`src/rtl/aes_pkg.sv`:
```
// Shared AES constants, the sequencer state type and the LANES legality check
// used by the low-area decrypt datapath.
package aes_pkg;

  localparam int AES_STATE_W = 128;
  localparam int AES_BYTES   = 16;

  typedef enum logic [1:0] {
    ST_IDLE,
    ST_RUN,
    ST_DRAIN,
    ST_DONE
  } state_e;

  function automatic bit lanes_legal(input int lanes);
    return (lanes == 1) || (lanes == 2) || (lanes == 4) || (lanes == 8) || (lanes == 16);
  endfunction

endpackage

```
`src/rtl/inv_sub_bytes_seq_if.sv`:
```
// Valid/ready stream bundle carrying one 128-bit AES state in and one out.
interface inv_sub_bytes_seq_if;

  logic                          in_valid;
  logic                          in_ready;
  logic [aes_pkg::AES_STATE_W-1:0] din;
  logic                          out_valid;
  logic                          out_ready;
  logic [aes_pkg::AES_STATE_W-1:0] dout;

  modport master (
    output in_valid, din, out_ready,
    input  in_ready, out_valid, dout
  );

  modport slave (
    input  in_valid, din, out_ready,
    output in_ready, out_valid, dout
  );

endinterface

```
`src/rtl/inv_sbox.sv`:
```
// AES inverse S-box with one registered cycle of latency: inverse affine map
// followed by the GF(2^8) multiplicative inverse (computed as a^254).
module inv_sbox (
  input  logic       clk,
  input  logic       rst,
  input  logic [7:0] din,
  output logic [7:0] dout
);

  function automatic logic [7:0] xtime(input logic [7:0] a);
    return {a[6:0], 1'b0} ^ (a[7] ? 8'h1b : 8'h00);
  endfunction

  function automatic logic [7:0] gf_mul(input logic [7:0] a, input logic [7:0] b);
    logic [7:0] acc;
    logic [7:0] sh;
    acc = '0;
    sh  = a;
    for (int i = 0; i < 8; i++) begin
      if (b[i]) acc = acc ^ sh;
      sh = xtime(sh);
    end
    return acc;
  endfunction

  // a^254 = product of a^(2^i) for i = 1..7; zero maps to zero as AES requires.
  function automatic logic [7:0] gf_inv(input logic [7:0] a);
    logic [7:0] sq;
    logic [7:0] acc;
    sq  = a;
    acc = 8'h01;
    for (int i = 1; i < 8; i++) begin
      sq  = gf_mul(sq, sq);
      acc = gf_mul(acc, sq);
    end
    return acc;
  endfunction

  function automatic logic [7:0] inv_affine(input logic [7:0] s);
    return {s[6:0], s[7]} ^ {s[4:0], s[7:5]} ^ {s[1:0], s[7:2]} ^ 8'h05;
  endfunction

  // NOTE: sequential state is always assigned with <= so every flop samples
  // pre-edge values regardless of process ordering.
  always_ff @(posedge clk) begin
    if (rst) dout <= '0;
    else     dout <= gf_inv(inv_affine(din));
  end

endmodule

```
`src/rtl/inv_sub_bytes_seq.sv`:
```
// Time-multiplexed InvSubBytes: LANES shared inv_sbox instances process the
// 16 state bytes over PASSES beats. Optional block counter: INV_SUB_SEQ_PERF_EN.
module inv_sub_bytes_seq
  import aes_pkg::*;
#(
  parameter int LANES = 4
) (
  input  logic                clk,
  input  logic                rst,
  inv_sub_bytes_seq_if.slave  bus,
  output logic                busy
`ifdef INV_SUB_SEQ_PERF_EN
  ,
  output logic [31:0]         blk_count
`endif
);

  localparam int PASSES = AES_BYTES / LANES;
  localparam int BEAT_W = (PASSES > 1) ? $clog2(PASSES) : 1;
  localparam logic [BEAT_W-1:0] LAST_BEAT = BEAT_W'(PASSES - 1);

  if (!lanes_legal(LANES)) begin : g_bad_lanes
    $error("inv_sub_bytes_seq: LANES must be 1, 2, 4, 8 or 16");
  end

  // Slice k, lane j is state byte k*LANES+j.
  typedef logic [PASSES-1:0][LANES-1:0][7:0] slices_t;

  state_e               state_q, state_d;
  slices_t              din_q;
  slices_t              dout_q;
  logic [BEAT_W-1:0]    beat_q;
  logic                 tag_v_q;
  logic [BEAT_W-1:0]    tag_k_q;
  logic [LANES-1:0][7:0] sbox_in;
  logic [LANES-1:0][7:0] sbox_out;
  logic                 in_ready;
  logic                 out_valid;
  logic                 in_fire;
  logic                 out_fire;

  always_ff @(posedge clk) begin
    if (rst) state_q <= ST_IDLE;
    else     state_q <= state_d;
  end

  // NOTE: every output of this block gets a default before the case so no
  // path leaves a signal unassigned and no latch is inferred.
  always_comb begin
    state_d   = state_q;
    in_ready  = 1'b0;
    out_valid = 1'b0;
    busy      = 1'b0;
    unique case (state_q)
      ST_IDLE: begin
        in_ready = 1'b1;
        if (bus.in_valid) state_d = ST_RUN;
      end
      ST_RUN: begin
        busy = 1'b1;
        if (beat_q == LAST_BEAT) state_d = ST_DRAIN;
      end
      ST_DRAIN: begin
        busy    = 1'b1;
        state_d = ST_DONE;
      end
      ST_DONE: begin
        out_valid = 1'b1;
        if (bus.out_ready) state_d = ST_IDLE;
      end
      default: state_d = ST_IDLE;
    endcase
  end

  assign in_fire       = in_ready && bus.in_valid;
  assign out_fire      = out_valid && bus.out_ready;
  assign bus.in_ready  = in_ready;
  assign bus.out_valid = out_valid;
  assign bus.dout      = dout_q;

  assign sbox_in = din_q[beat_q];

  for (genvar j = 0; j < LANES; j++) begin : g_lane
    inv_sbox u_sbox (
      .clk  (clk),
      .rst  (rst),
      .din  (sbox_in[j]),
      .dout (sbox_out[j])
    );
  end

  // The capture tag follows the issued beat by one cycle, matching the S-box
  // register, so it names the slice currently on sbox_out.
  // NOTE: dout_q is reset because a reset must discard any partial result
  // and present zero on dout.
  always_ff @(posedge clk) begin
    if (rst) begin
      din_q   <= '0;
      beat_q  <= '0;
      tag_v_q <= 1'b0;
      tag_k_q <= '0;
      dout_q  <= '0;
    end else begin
      if (in_fire) begin
        din_q  <= bus.din;
        beat_q <= '0;
      end else if (state_q == ST_RUN && beat_q != LAST_BEAT) begin
        beat_q <= beat_q + BEAT_W'(1);
      end
      tag_v_q <= (state_q == ST_RUN);
      tag_k_q <= beat_q;
      if (tag_v_q) dout_q[tag_k_q] <= sbox_out;
    end
  end

`ifdef INV_SUB_SEQ_PERF_EN
  logic [31:0] blk_count_q;

  always_ff @(posedge clk) begin
    if (rst)           blk_count_q <= '0;
    else if (out_fire) blk_count_q <= blk_count_q + 32'd1;
  end

  assign blk_count = blk_count_q;
`else
  logic unused_out_fire;
  assign unused_out_fire = out_fire;
`endif

endmodule

```
`src/flat_wrapper.sv`:
```
// flat-port wrapper written by rule: the top's interface ports become plain ports
module inv_sub_bytes_seq_flat import aes_pkg::*;
#(
  parameter int LANES = 4
)
  (clk, rst, busy, bus_in_valid, bus_din, bus_out_ready, bus_in_ready, bus_out_valid, bus_dout);
  inv_sub_bytes_seq_if bus_i ();
  input  logic clk;
  input  logic rst;
  output logic busy;
  input wire logic [$bits(bus_i.in_valid)-1:0] bus_in_valid;
  input wire logic [$bits(bus_i.din)-1:0] bus_din;
  input wire logic [$bits(bus_i.out_ready)-1:0] bus_out_ready;
  output wire logic [$bits(bus_i.in_ready)-1:0] bus_in_ready;
  output wire logic [$bits(bus_i.out_valid)-1:0] bus_out_valid;
  output wire logic [$bits(bus_i.dout)-1:0] bus_dout;
  assign bus_i.in_valid = bus_in_valid;
  assign bus_i.din = bus_din;
  assign bus_i.out_ready = bus_out_ready;
  assign bus_in_ready = bus_i.in_ready;
  assign bus_out_valid = bus_i.out_valid;
  assign bus_dout = bus_i.dout;
  inv_sub_bytes_seq #(.LANES(LANES)) u_core (.clk(clk), .rst(rst), .bus(bus_i), .busy(busy));
endmodule
```
`config.mk`:
```
export PLATFORM = sky130hd
export DESIGN_NAME = inv_sub_bytes_seq_flat
export DESIGN_NICKNAME = d
export VERILOG_FILES = /design/src/rtl/aes_pkg.sv /design/src/rtl/inv_sub_bytes_seq_if.sv /design/src/rtl/inv_sbox.sv /design/src/rtl/inv_sub_bytes_seq.sv /design/src/flat_wrapper.sv
export SDC_FILE = /design/constraint.sdc
export NUM_CORES = 2
export LEC_CHECK = 0
export CORE_UTILIZATION = 40
export DETAILED_ROUTE_END_ITERATION = 6
export GPL_TIMING_DRIVEN = 0
export PLACE_DENSITY_LB_ADDON = 0.25
export SYNTH_ARGS = -nofsm -noshare
export SYNTH_HDL_FRONTEND = slang
export SYNTH_HIERARCHICAL = 1
export SYNTH_SLANG_ARGS = --single-unit
```
`constraint.sdc`:
```
create_clock -name clk -period 45.1 [get_ports clk]
set_input_delay 9.02 -clock clk [delete_from_list [all_inputs] [get_ports clk]]
set_output_delay 9.02 -clock clk [all_outputs]
set_load 0.05 [all_outputs]
```
==> results.cfg <==
[placement]
dp_hpwl_um = 208900
routabilityCongestion = 0.9818
post-place-cells = 12356
io_buffers = 261

[clock_tree]
cts_hold_buffers = 0
clk_pin_slew_ns = 0.06
cts_setup_buffers = 0
clock-sinks = 295
numCtsBuffers = 36
clk_path_buf_depth = 3
htreeDepth = 2
cts_root_buffer = clkbuf_16
cts_tree = yes
cts_resized = 0
insertion_delay_ns = 0.60

[grt]
grt_max_degree = 14
grt_pass1_wl_um = 414300
grt_usage = 0.2770
antenna_found_initial = 8
grt_pass1_vias = 69197
grt_overflow_total = 0

[setup_path]
cp-startpoint = u_core/beat_q[0]
reg2reg_from = u_core/beat_q[0]
cp.required_ns = 45.62
rr_endpoint = u_core/g_lane[1].u_sbox/dout[7]
path_max_fanout = 10
start_kind = flip-flop
path_class = flip-flop to flip-flop
max_stage_delay_ns = 0.97
ff2ff_path_depth = 58
worstSetupEndpointType = flip-flop
reg2reg_slack_ns = 24.99
endpoint = u_core/g_lane[1].u_sbox/dout[7]
slowest_stage = a31oi_1
arrival_ns = 20.63
crit_path_frequent_cell = xnor2_1

[yosys]
synthTopCellsByCount = 1447 x nand2_1, 1445 x xnor2_1, 1176 x nor2_1
synth.distinct_cells = 113
yosysTopAreaCellShare = 0.1700
synth.largest_area_cell = xnor2_1
synth-main-ff-cell = dfxtp_1
synth-seq-cells = 295
syn_inst = 9631
synth_edf_count = 0
yosysMostFrequentCell = nand2_1
async_flop_share = 0
syn-num-nets = 9796
seq_area_frac_synth = 0.07933
syn_area_um2 = 74450
yosys_warnings = 6
ys_top_cells_by_area = xnor2_1 17%, xnor3_1 11%, dfxtp_1 7.9%
syn_avg_cell_area_um2 = 7.730

[status]
violations = capacitance limit, slew limit
outcome = finished, violations left

[sta]
hold_viol_final = 0
final_max_slew_viol_count = 1
fin_skew_ns = 0.02980
max_freq_ghz = 0.04973
setup_tns_ns = 0
min_period_over_period = 0.4459
slew_headroom = -0.001075
rsz0062_at_grt = false
fin_crit_ns = 20.11
worst_pin_slew_ns = 1.488
setup_viol = 0

[detailed_routing]
first_iter_violations = 6984
vias_per_cell = 5.825
via_count = 72375
drc = 0
wl_per_cell_um = 21.70
firstDrtPassIters = 7
routed_wirelength_um = 269600
drtAntennaViolNets = 0

[min_path]
min_path_type = flip-flop to flip-flop

[floorplanning]
die_area_um2 = 187800
start_util = 0.4045
coreArea_um2 = 184100
die_h_um = 433.4
rows = 157
ioPinCount = 263
die_w_um = 433.4

[flow_run]
maxCapViolCount = 1

[final_layout]
area_delta_synth_final_pct = 9.254
drive_above_1_share = 0.09100
final_cells = 12424
final_nets = 10095
==> placed cells by master (no fill, tap or decap), types with 63 or more instances in the layout <==
cell type / instances
nor2_1: 1176
a21oi_1: 620
a31oi_1: 84
and3_1: 65
a211oi_1: 76
xor3_1: 84
nand2_1: 1447
buf_4: 111
clkdlybuf4s50_1: 261
xor2_1: 396
o21ai_0: 296
mux2i_1: 238
clkbuf_1: 294
nand2b_1: 68
xnor2_1: 1445
dfxtp_1: 295
inv_1: 63
buf_2: 220
xnor3_1: 364
a22oi_1: 72
nand3_1: 293
nor3_1: 299
xnor2_2: 104
o211ai_1: 76
o22ai_1: 112
==> cell type report <==
| cell class | instances | area, µm² |
|---|---|---|
| Antenna cell | 4 | 10.01 |
| Buffer | 666 | 3309 |
| Clock buffer | 52 | 1054 |
| Clock inverter | 12 | 130.1 |
| Fill cell | 18598 | 102700 |
| Inverter | 103 | 386.6 |
| Multi-Input combinational cell | 8567 | 64850 |
| Sequential cell | 295 | 5906 |
| Tap cell | 2464 | 3083 |
| Timing Repair Buffer | 261 | 2613 |
==> sequential cells by signal (all words and copies together) (netlist names) <==
name and count:
u_core/beat_q 2, u_core/tag_v_q 1, u_core/din_q 128, u_core/tag_k_q 2
u_core/state_q 2, u_core/bus.dout 128, u_core/g_lane.u_sbox/dout 32
==> cell families after synthesis <==
| kind of cell | after synthesis | share of synthesized area |
|---|---|---|
| adders and majority gates | 37 | 0.006084 |
| muxes | 318 | 0.04914 |
| AOI/OAI and AO/OA | 1917 | 0.1689 |
| xor gates and xnor gates | 2549 | 0.4236 |
| buffers and inverters | 769 | 0.04965 |
| DFF | 295 | 0.07933 |
| and+or+nand+nor | 3746 | 0.2233 |
==> how the worst min path moves through the flow <==
stage	start	to	depth (start not counted)
after floorplan	u_core/din_q[32]	u_core/din_q[32]	2
after global placement	u_core/din_q[78]	u_core/din_q[78]	2
after detailed placement	u_core/din_q[71]	u_core/din_q[71]	2
after CTS	u_core/din_q[122]	u_core/din_q[122]	2
after global routing	u_core/bus.dout[65]	u_core/bus.dout[65]	2
final	u_core/bus.dout[61]	u_core/bus.dout[61]	2
==> per-layer routing <==
metal,track usage,part of all wire,vias to the layer above
li1,-,-,33962
met1,0.3599,0.42,34866
met2,0.4466,0.46,3000
met3,0.02649,0.064,541
met4,0.1606,0.063,6
met5,0,0.00014,-
==> worst max-delay path: cells and delay by family (launching register included) <==
| kind | cells | cell delay [ns] |
|---|---|---|
| AOI/OAI and AO/OA | 11 | 3.69 |
| xor gates and xnor gates | 14 | 6.05 |
| adders and majority gates | 4 | 1.61 |
| buffers and inverters | 11 | 3.73 |
| DFF | 1 | 0.33 |
| muxes | 4 | 1.00 |
| and+or+nand+nor | 14 | 3.57 |
==> through the flow <==
stage	setup WS, ns	hold WS, ns	instance area (µm²)	utilization
finish	24.99	0.4534	81340	0.4419
global route	24.08	0.4694	81340	0.4419
CTS	25.48	0.4527	81330	0.4418
detailed placement	25.55	0.4462	80140	0.4354
global placement	25.58	0.4401	80140	0.4354
floorplan	30.06	0.4331	74450	-
Power is not shown: default switching activity piles up to over one toggle a cycle in this logic, so the estimate is an artifact.
